**config.mk**
```make
export PLATFORM = sky130hd
export DESIGN_NAME = gray_step_tracker_flat
export DESIGN_NICKNAME = d
export VERILOG_FILES = /design/src/rtl/gray_pkg.sv /design/src/rtl/gray_step_tracker_if.sv /design/src/rtl/gray_to_bin_4.sv /design/src/rtl/gray_step_tracker.sv /design/src/flat_wrapper.sv
export SDC_FILE = /design/constraint.sdc
export NUM_CORES = 1
export LEC_CHECK = 0
export BUFFER_PORTS_ARGS = -buffer_cell sky130_fd_sc_hd__buf_2
export CORE_UTILIZATION = 40
export DETAILED_ROUTE_END_ITERATION = 10
export PLACE_DENSITY_LB_ADDON = 0.15
export RECOVER_POWER = 50
export SYNTH_ARGS = -nofsm -noshare
export SYNTH_HDL_FRONTEND = slang
export SYNTH_HIERARCHICAL = 1
export SYNTH_SLANG_ARGS = --single-unit
```
**constraint.sdc**
```tcl
create_clock -name clk -period 7.6 [get_ports clk]
set_input_delay 1.52 -clock clk [delete_from_list [all_inputs] [get_ports clk]]
set_output_delay 1.52 -clock clk [all_outputs]
set_load 0.005 [all_outputs]
```
**src/rtl/gray_pkg.sv**
```systemverilog
// Shared encodings for the Gray-sample step tracker: FSM states and legal step deltas.
// Pure constants, no logic.
package gray_pkg;

    typedef enum logic [1:0] {
        IDLE  = 2'd0,
        TRACK = 2'd1,
        FAULT = 2'd2
    } state_e;

    localparam logic [3:0] DELTA_HOLD = 4'd0;
    localparam logic [3:0] DELTA_UP   = 4'd1;
    localparam logic [3:0] DELTA_DN   = 4'd15;

endpackage

```
**src/rtl/gray_step_tracker_if.sv**
```systemverilog
// Sample/control bundle between a Gray sample source (master) and the tracker (slave).
// No flow control: the tracker accepts one sample per cycle and never stalls the source.
interface gray_step_tracker_if #(
    parameter int CNT_W = 8
);
    logic [3:0]       gray_in;
    logic             in_valid;
    logic             resync;
    logic [3:0]       bin_out;
    logic             step_up;
    logic             step_down;
    logic             step_err;
    logic             dir;
    logic [CNT_W-1:0] pos_count;
    logic             locked;

    modport master (
        output gray_in, in_valid, resync,
        input  bin_out, step_up, step_down, step_err, dir, pos_count, locked
    );

    modport slave (
        input  gray_in, in_valid, resync,
        output bin_out, step_up, step_down, step_err, dir, pos_count, locked
    );
endinterface

```
**src/rtl/gray_to_bin_4.sv**
```systemverilog
// Combinational 4-bit Gray-to-binary decoder, inverse of the binary-to-Gray converter.
// Zero latency, no backpressure.
module gray_to_bin_4 (
    input  logic [3:0] gray_i,
    output logic [3:0] bin_o
);
    assign bin_o[3] = gray_i[3];
    assign bin_o[2] = bin_o[3] ^ gray_i[2];
    assign bin_o[1] = bin_o[2] ^ gray_i[1];
    assign bin_o[0] = bin_o[1] ^ gray_i[0];
endmodule

```
**src/rtl/gray_step_tracker.sv**
```systemverilog
// Tracks a Gray-coded position stream: classifies each sample as step up/down/hold/illegal.
// Latency 2 cycles from in_valid to outputs; one sample per cycle, never backpressures.
module gray_step_tracker
    import gray_pkg::*;
#(
    parameter int CNT_W = 8
) (
    input  logic              clk,
    input  logic              rst,
    gray_step_tracker_if.slave bus
);
    logic [3:0]       gray_q;
    logic             vld_q;
    state_e           state_q, state_d;
    // bin_out doubles as prev_bin: both are loaded with every decoded valid sample.
    logic [3:0]       bin_q, bin_d;
    logic [CNT_W-1:0] pos_q, pos_d;
    logic             dir_q, dir_d;
    logic             up_q, up_d;
    logic             dn_q, dn_d;
    logic             err_q, err_d;
    logic             locked_q;

    logic [3:0]       cur_bin;
    logic [3:0]       delta;

    gray_to_bin_4 u_dec (
        .gray_i (gray_q),
        .bin_o  (cur_bin)
    );

    assign delta = cur_bin - bin_q;

    always_ff @(posedge clk) begin
        if (rst) begin
            gray_q   <= 4'd0;
            vld_q    <= 1'b0;
            state_q  <= IDLE;
            bin_q    <= 4'd0;
            pos_q    <= '0;
            dir_q    <= 1'b1;
            up_q     <= 1'b0;
            dn_q     <= 1'b0;
            err_q    <= 1'b0;
            locked_q <= 1'b0;
        end else begin
            gray_q   <= bus.gray_in;
            vld_q    <= bus.in_valid & ~bus.resync;
            state_q  <= state_d;
            bin_q    <= bin_d;
            pos_q    <= pos_d;
            dir_q    <= dir_d;
            up_q     <= up_d;
            dn_q     <= dn_d;
            err_q    <= err_d;
            locked_q <= (state_d == TRACK);
        end
    end

    always_comb begin
        state_d = state_q;
        if (vld_q) begin
            case (state_q)
                IDLE:  state_d = TRACK;
                TRACK: begin
                    if (delta != DELTA_HOLD && delta != DELTA_UP && delta != DELTA_DN)
                        state_d = FAULT;
                end
                FAULT: state_d = FAULT;
                default: state_d = IDLE;
            endcase
        end
        // resync overrides everything, including a jump being flagged this cycle
        if (bus.resync)
            state_d = IDLE;
    end

    always_comb begin
        bin_d = bin_q;
        pos_d = pos_q;
        dir_d = dir_q;
        up_d  = 1'b0;
        dn_d  = 1'b0;
        err_d = 1'b0;
        if (vld_q) begin
            bin_d = cur_bin;
            if (state_q == TRACK) begin
                case (delta)
                    DELTA_HOLD: ;
                    DELTA_UP: begin
                        up_d  = 1'b1;
                        pos_d = pos_q + CNT_W'(1);
                        dir_d = 1'b1;
                    end
                    DELTA_DN: begin
                        dn_d  = 1'b1;
                        pos_d = pos_q - CNT_W'(1);
                        dir_d = 1'b0;
                    end
                    default: err_d = 1'b1;
                endcase
            end
        end
    end

    assign bus.bin_out   = bin_q;
    assign bus.step_up   = up_q;
    assign bus.step_down = dn_q;
    assign bus.step_err  = err_q;
    assign bus.dir       = dir_q;
    assign bus.pos_count = pos_q;
    assign bus.locked    = locked_q;

endmodule

```
**src/flat_wrapper.sv**
```systemverilog
// flat-port wrapper written by rule: the top's interface ports become plain ports
module gray_step_tracker_flat import gray_pkg::*;
#(
    parameter int CNT_W = 8
)
  (clk, rst, bus_gray_in, bus_in_valid, bus_resync, bus_bin_out, bus_step_up, bus_step_down, bus_step_err, bus_dir, bus_pos_count, bus_locked);
  gray_step_tracker_if #(.CNT_W(CNT_W)) bus_i ();
  input  logic clk;
  input  logic rst;
  input wire logic [$bits(bus_i.gray_in)-1:0] bus_gray_in;
  input wire logic [$bits(bus_i.in_valid)-1:0] bus_in_valid;
  input wire logic [$bits(bus_i.resync)-1:0] bus_resync;
  output wire logic [$bits(bus_i.bin_out)-1:0] bus_bin_out;
  output wire logic [$bits(bus_i.step_up)-1:0] bus_step_up;
  output wire logic [$bits(bus_i.step_down)-1:0] bus_step_down;
  output wire logic [$bits(bus_i.step_err)-1:0] bus_step_err;
  output wire logic [$bits(bus_i.dir)-1:0] bus_dir;
  output wire logic [$bits(bus_i.pos_count)-1:0] bus_pos_count;
  output wire logic [$bits(bus_i.locked)-1:0] bus_locked;
  assign bus_i.gray_in = bus_gray_in;
  assign bus_i.in_valid = bus_in_valid;
  assign bus_i.resync = bus_resync;
  assign bus_bin_out = bus_i.bin_out;
  assign bus_step_up = bus_i.step_up;
  assign bus_step_down = bus_i.step_down;
  assign bus_step_err = bus_i.step_err;
  assign bus_dir = bus_i.dir;
  assign bus_pos_count = bus_i.pos_count;
  assign bus_locked = bus_i.locked;
  gray_step_tracker #(.CNT_W(CNT_W)) u_core (.clk(clk), .rst(rst), .bus(bus_i));
endmodule
```
* Yosys cells after proc, flatten, opt, wreduce, memory -nomap -nowiden
Cells that the tools add are included.
** Operators by class
- Add/subtract/negate cells :: 3
- Multipliers :: 0
- Div/mod/pow operators :: 0
- $lt $le $gt $ge :: 0
- Equal/unequal tests :: 7
- Shift-type cells :: 0
- Multiplexer cells :: 9
- Bitwise gates (word level) :: 7
- Reduce and logical (&&, ||, !) cells :: 9
** Operator list (number)
- case mux 8 bit (2 select lines) :: 1
- adder 8 x 1 -> 8 bit (second input constant) :: 1
- subtractor 8 x 1 -> 8 bit (second input constant) :: 1
- 2-to-1 mux 2 bit :: 3
- case mux 2 bit (3 select lines) :: 1
- OR reduction 3 bit :: 2
- equality test 2 x 1 -> 1 bit (second input constant) :: 2
- equality test 4 x 1 -> 1 bit (second input constant) :: 1
- equality test 4 bit (second input constant) :: 1
- logical NOT 4 bit :: 1
- != test 4 x 1 -> 1 bit (second input constant) :: 1
- != test 4 bit (second input constant) :: 1
- nonzero test 4 bit :: 1
- subtractor 4 bit :: 1
- 2-to-1 mux 1 bit :: 3
- inverter 1 bit :: 3
- AND reduction 3 bit :: 1
- XOR 1 bit :: 3
- equality test 2 bit (second input constant) :: 1
- logical AND 1 bit :: 2
- logical NOT 2 bit :: 1
- case mux 1 bit (2 select lines) :: 1
- nonzero test 2 bit :: 1
- bitwise AND 1 bit :: 1
** Storage, ports and cells
- Register bits :: 24
- Bits in latches :: 0
- Memory bits (writable) :: 0
- ROM bits :: 0
- Input bits :: 8
- Output and inout bits :: 17
- Word-level logic and storage cells :: 45
- Memories :: 0

* Depth between registers and ports, before layout
- Depth after elaboration :: 12
- Mapped depth :: 17
- Gate-level depth less buffers :: 17

* By module
Netlist, hierarchy kept.
** By module, submodules not included
- gray_step_tracker :: times used 1, cells each 144, area an instance 1296.2 sq um, sequential area each 480.5 sq um
- gray_to_bin_4 :: times used 1, cells each 5, area an instance 50.0 sq um, sequential area each 0.0 sq um

* Worst setup path before layout
Ideal clock, no wire load.
- Path type :: register to register
- Start :: reg u_core.gray_q[3]
- End :: reg u_core.pos_q[7], in the netlist u_core/bus.pos_count[7]
- Setup time :: 0.123 ns
- Data arrival time :: 3.647 ns
- Data required time :: 7.477 ns
- Path slack :: 3.829 ns
- Cell stages (with the launch flop) :: 17
- Buffers on the path :: 0
- Period minus slack after synthesis :: 3.771 ns
- Cell sequence :: dfxtp_1 > xor2_2 > xnor2_1 > inv_1 > ha_1 > inv_1 > fa_1 > xor2_1 > nand2_1 > or3_4 > nor2_1 > ha_1 > a21oi_1 > a211oi_1 > or3_1 > o22ai_1 > mux2_1
** Between the ends
- Word-level cells in the longest chain between the ends :: 7
- Elaborated cells on any way between the ends :: 9
- Those cells by class :: add/sub (1); eq/ne (2); mux (1); bitwise (3); reduce/logical (2)
** RTL lines
- start, declared :: line gray_step_tracker.sv:12 : logic [3:0] gray_q;
- start signal, assigned :: line gray_step_tracker.sv:47 : gray_q <= bus.gray_in;
- XOR 1 bit * :: line gray_to_bin_4.sv:8 : assign bin_o[2] = bin_o[3] ^ gray_i[2];
- named net u_core.cur_bin[2] :: line gray_step_tracker.sv:24 : logic [3:0] cur_bin;
- XOR 1 bit * :: line gray_to_bin_4.sv:9 : assign bin_o[1] = bin_o[2] ^ gray_i[1];
- XOR 1 bit * :: line gray_to_bin_4.sv:10 : assign bin_o[0] = bin_o[1] ^ gray_i[0];
- named net u_core.cur_bin[0] :: line gray_step_tracker.sv:24
- subtractor 4 bit * :: line gray_step_tracker.sv:32 : assign delta = cur_bin - bin_q;
- equality test 4 x 1 -> 1 bit / equality test 4 bit (equally long branches) :: line gray_step_tracker.sv:88 : case (delta)
- nonzero test 2 bit (no source line)
- AND reduction 3 bit (no source line)
- end signal, assigned :: line gray_step_tracker.sv:51 : pos_q <= pos_d;
- end, declared :: line gray_step_tracker.sv:17 : logic [CNT_W-1:0] pos_q, pos_d;
The timed path passes the listed nets; every way through them passes the cells marked *.
A chain may end at the register's enable or synchronous reset.

* Worst setup path after layout
Same ends and word-level chain as after synthesis.

==> tab_implementation.tex <==
\begin{tabular}{lr}
\hline
Metric & Value \\
\hline
\multicolumn{2}{l}{\textbf{Synthesis}} \\
\quad Post-Syn Area & 1346 um\^{}2 \\
\quad Main synth FF type & sky130\_fd\_sc\_hd\_\_dfxtp\_1 \\
\quad Number of enable-type register cells in the synthesized netlist & 0 \\
\quad Synthesized area per cell & 9.036 um\^{}2 \\
\quad Synth async-reset ratio & 0\% \\
\quad Flops \& latches, synth & 24 \\
\quad Count of synthesis-stage warnings from yosys & 6 \\
\quad Gate count of the mapped netlist & 149 \\
\quad Post-synthesis net count & 168 \\
\quad Sequential cell area fraction in the yosys report & 35.69\% \\
\quad Distinct cell type count after synthesis & 39 \\
\multicolumn{2}{l}{\textbf{Setup path}} \\
\quad Worst setup SP type & register \\
\quad Critical path type & reg -> reg \\
\quad Category of the worst setup path capture point & register \\
\quad Data required, critical path & 7.81 ns \\
\quad Critical-path maximum fanout & 7 \\
\quad Cell-by-cell trace of the critical path & xor2\_1, xnor2\_1, inv\_1, ha\_1, inv\_1, fa\_1, xor2\_1, nand2\_1, or3\_4, nor2\_1, ha\_1, a21oi\_1, a211oi\_1, or3\_1, o22ai\_1, mux2\_1 \\
\quad Slowest CP cell & sky130\_fd\_sc\_hd\_\_dfxtp\_1 \\
\quad Crit path DAT & 4.49 ns \\
\quad Worst path max stage delay & 0.40 ns \\
\quad R2R setup slack & 3.32 ns \\
\multicolumn{2}{l}{\textbf{Timing}} \\
\quad Final period demand of the worst path & 4.280 ns \\
\quad Hold slack & 0.4862 ns \\
\quad Slew Limit Headroom & 39.13\% \\
\quad Slew at the pin closest to its max-slew limit & 0.9131 ns \\
\quad Final worst-path cycle share & 56.31\% \\
\quad Achievable frequency & 233.7 MHz \\
\quad Total negative slack & 0 ns \\
\quad Final Setup Violations & 0 \\
\quad Setup skew after layout & 0.004249 ns \\
\quad Hold Vio Cnt, Final & 0 \\
\quad Max-slew violation total from the final report & 0 \\
\quad Unrepaired setup endpoints after global routing & false \\
\multicolumn{2}{l}{\textbf{CTS}} \\
\quad Number of clock buffers inserted by TritonCTS & 3 \\
\quad Sink Count & 24 \\
\quad Clock Root Buffer & sky130\_fd\_sc\_hd\_\_clkbuf\_4 \\
\quad Worst-skew pair later-pin latency & 0.31 ns \\
\quad Number of instances resized during post-cts repair & 0 \\
\quad Bufs on Longest Clock Path & 2 \\
\quad Number of buffers added for setup after CTS & 0 \\
\quad Number of levels the H-tree was split into & 1 \\
\quad TritonCTS clock tree & built \\
\quad Clock Pin Slew Worst Setup and Hold Paths & 0.14 ns \\
\quad CTS hold repair buffers & 0 \\
\multicolumn{2}{l}{\textbf{Job}} \\
\quad Max-cap violation count & 0 \\
\multicolumn{2}{l}{\textbf{Layout}} \\
\quad N\_diodes & 0 \\
\quad Share of layout cells above drive strength 1 & 18.50\% \\
\quad Final core utilization & 49.08\% \\
\quad Cell area after layout & 1535 um\^{}2 \\
\quad Most common cell after layout, fill and taps aside & sky130\_fd\_sc\_hd\_\_dfxtp\_1 \\
\quad Final-layout fill cell count & 337 \\
\quad Highest-count cells in the layout ignoring fill and taps & sky130\_fd\_sc\_hd\_\_dfxtp\_1, sky130\_fd\_sc\_hd\_\_buf\_2, sky130\_fd\_sc\_hd\_\_nor2\_1 \\
\quad P\&R area growth vs syn & 14.03\% \\
\quad Final-stage net count & 193 \\
\quad Sequential standard cell area & 480.5 um\^{}2 \\
\quad Area of the multi-input gates & 790.8 um\^{}2 \\
\multicolumn{2}{l}{\textbf{Pwr}} \\
\quad Pwr Total & 266.3 uW \\
\quad Total leakage power & 0.6871 nW \\
\quad Internal Pwr Total & 198.9 uW \\
\quad Part of the power in the clock network & 34.8\% \\
\quad Worst supply voltage drop on vdd & 0.00006810 V \\
\quad Gate power share & 16.2\% \\
\quad Share of power burned in registers & 49.0\% \\
\quad Power per cell area & 173.5 nW/um\^{}2 \\
\quad Net load switching power & 67.43 uW \\
\quad Switching Share & 25.32\% \\
\multicolumn{2}{l}{\textbf{Drt}} \\
\quad Initial DRC count & 46 \\
\quad Detailed-route wire length & 2612 um \\
\quad Number of remaining DRC errors & 0 \\
\quad Count of nets left with antenna violations after detail routing & 0 \\
\quad Ratio of routed vias to standard cells & 5.088 \\
\quad Post-DR wirelength/cell & 12.04 um \\
\quad Number of iterations in the first detailed-routing pass & 4 \\
\quad Number of vias in the routed layout & 1104 \\
\multicolumn{2}{l}{\textbf{Floorplan}} \\
\quad Die width & 60.02 um \\
\quad Starting density of the core & 43.04\% \\
\quad Die area & 3602 um\^{}2 \\
\quad Die Span Y & 60.02 um \\
\quad Placeable Area & 3128 um\^{}2 \\
\quad Number of top-level design ports & 25 \\
\quad Site Rows & 20 \\
\multicolumn{2}{l}{\textbf{GRT}} \\
\quad Wire length of the first global-routing pass & 4409 um \\
\quad Largest net degree at the start of global routing & 22 \\
\quad Global route total overflow & 0 \\
\quad Combined global-route utilization of all metal layers & 16.71\% \\
\quad Initial antenna violation count & 0 \\
\quad Vias in the first global route & 965 \\
\multicolumn{2}{l}{\textbf{Place}} \\
\quad Total of buffers placed on input and output ports & 24 \\
\quad Placed inst area & 1495 um\^{}2 \\
\quad Weighted congestion reported at the end of routability-driven placement & 0.8063 \\
\quad Detailed placement HPWL & 2001 um \\
\multicolumn{2}{l}{\textbf{Run status}} \\
\quad Outcome & completed \\
\multicolumn{2}{l}{\textbf{Worst hold path}} \\
\quad Class of the most critical hold timing path & reg -> reg \\
\hline
\end{tabular}
## power groups by stage
stage	Combinational, mW	Clock (mW)	Sequential, mW
5_1_grt	0.0497	0.0999	0.131
3_3_place_gp	0.0421	0	0.133
3_5_place_dp	0.0436	0	0.134
2_1_floorplan	0.0349	0	0.133
4_1_cts	0.0439	0.0958	0.131
6_report	0.0433	0.0926	0.131
## synthesized netlist by cell type (2+ instances only)
library cell | instances | area share (%)
sky130_fd_sc_hd__or3_1 | 3 | 1.4
sky130_fd_sc_hd__nor3_1 | 6 | 2.2
sky130_fd_sc_hd__fa_1 | 2 | 3.0
sky130_fd_sc_hd__o21a_1 | 2 | 1.1
sky130_fd_sc_hd__nand2_1 | 9 | 2.5
sky130_fd_sc_hd__a21oi_1 | 11 | 4.1
sky130_fd_sc_hd__xor2_1 | 3 | 2.0
sky130_fd_sc_hd__mux2_2 | 2 | 1.7
sky130_fd_sc_hd__nand3_1 | 3 | 1.1
sky130_fd_sc_hd__a211oi_1 | 3 | 1.7
sky130_fd_sc_hd__inv_1 | 10 | 2.8
sky130_fd_sc_hd__nor2b_1 | 7 | 3.3
sky130_fd_sc_hd__mux2i_1 | 8 | 5.9
sky130_fd_sc_hd__nor2_1 | 13 | 3.6
sky130_fd_sc_hd__o21ai_0 | 7 | 2.6
sky130_fd_sc_hd__xnor2_1 | 3 | 2.0
sky130_fd_sc_hd__dfxtp_1 | 24 | 36
sky130_fd_sc_hd__or3_4 | 2 | 1.7
sky130_fd_sc_hd__ha_1 | 9 | 8.4
sky130_fd_sc_hd__o211ai_1 | 2 | 1.1
sky130_fd_sc_hd__clkbuf_1 | 2 | 0.56
## stage by stage
step | instances | setup WS, ns
after floorplan | 149 | 3.829
after global routing | 217 | 3.017
after global placement | 213 | 3.584
after CTS | 217 | 3.387
after detailed placement | 213 | 3.427
final | 217 | 3.320
## worst paths after layout
check,start,to,cells past startpoint
hold reg to reg,u_core/bus.pos_count[5],u_core/bus.pos_count[5],2
setup reg to reg,u_core/gray_q[3],u_core/bus.pos_count[7],16
setup / recovery,u_core/gray_q[3],u_core/bus.pos_count[7],16
hold / removal,u_core/bus.pos_count[5],u_core/bus.pos_count[5],2
## metal layers
metal  wire [um]  share of wire (%)  up-vias  global-route usage [%]
met5           0                  0        -                       0
met4          19               0.73        0                   5.980
met3         148                5.7        2                   3.030
met2        1177                 45       28                   26.03
met1        1266                 48      505                   23.01
li1            -                  -      569                       -
## kinds of logic after synthesis
logic type	after synthesis	synth area share, %
muxes	11	8.457
adders and majority gates	11	11.34
AOI/OAI and AO/OA	32	14.96
buffers and inverters	15	5.019
xor gates and xnor gates	7	5.113
and+or+nand+nor	49	19.42
DFF	24	35.69
## area by class of cell
cell class	instances	area share, %
flip-flops and latches	24	31.30
clock inverters	1	1.956
well taps	44	3.586
repair buffers	24	7.498
clock buffers	3	1.467
multi-input cells	110	51.51
inverters	11	2.689
## flip-flops by register name (all words and copies together) (netlist names)
register / cells
u_core/bus.step_down: 1
u_core/bus.bin_out: 4
u_core/bus.pos_count: 8
u_core/bus.step_up: 1
u_core/gray_q: 4
u_core/bus.locked: 1
u_core/state_q: 2
u_core/vld_q: 1
u_core/bus.step_err: 1
u_core/bus.dir: 1
## critical path, delay by kind of cell, from the launching register on
| kind | cells | cell delay, ns |
|---|---|---|
| buffers and inverters | 2 | 0.12 |
| AOI/OAI and AO/OA | 3 | 0.54 |
| muxes | 1 | 0.33 |
| xor gates and xnor gates | 3 | 0.69 |
| and+or+nand+nor | 4 | 1.19 |
| adders and majority gates | 3 | 0.89 |
| DFF | 1 | 0.40 |
No activity file was read; power rests on OpenSTA's default activity.
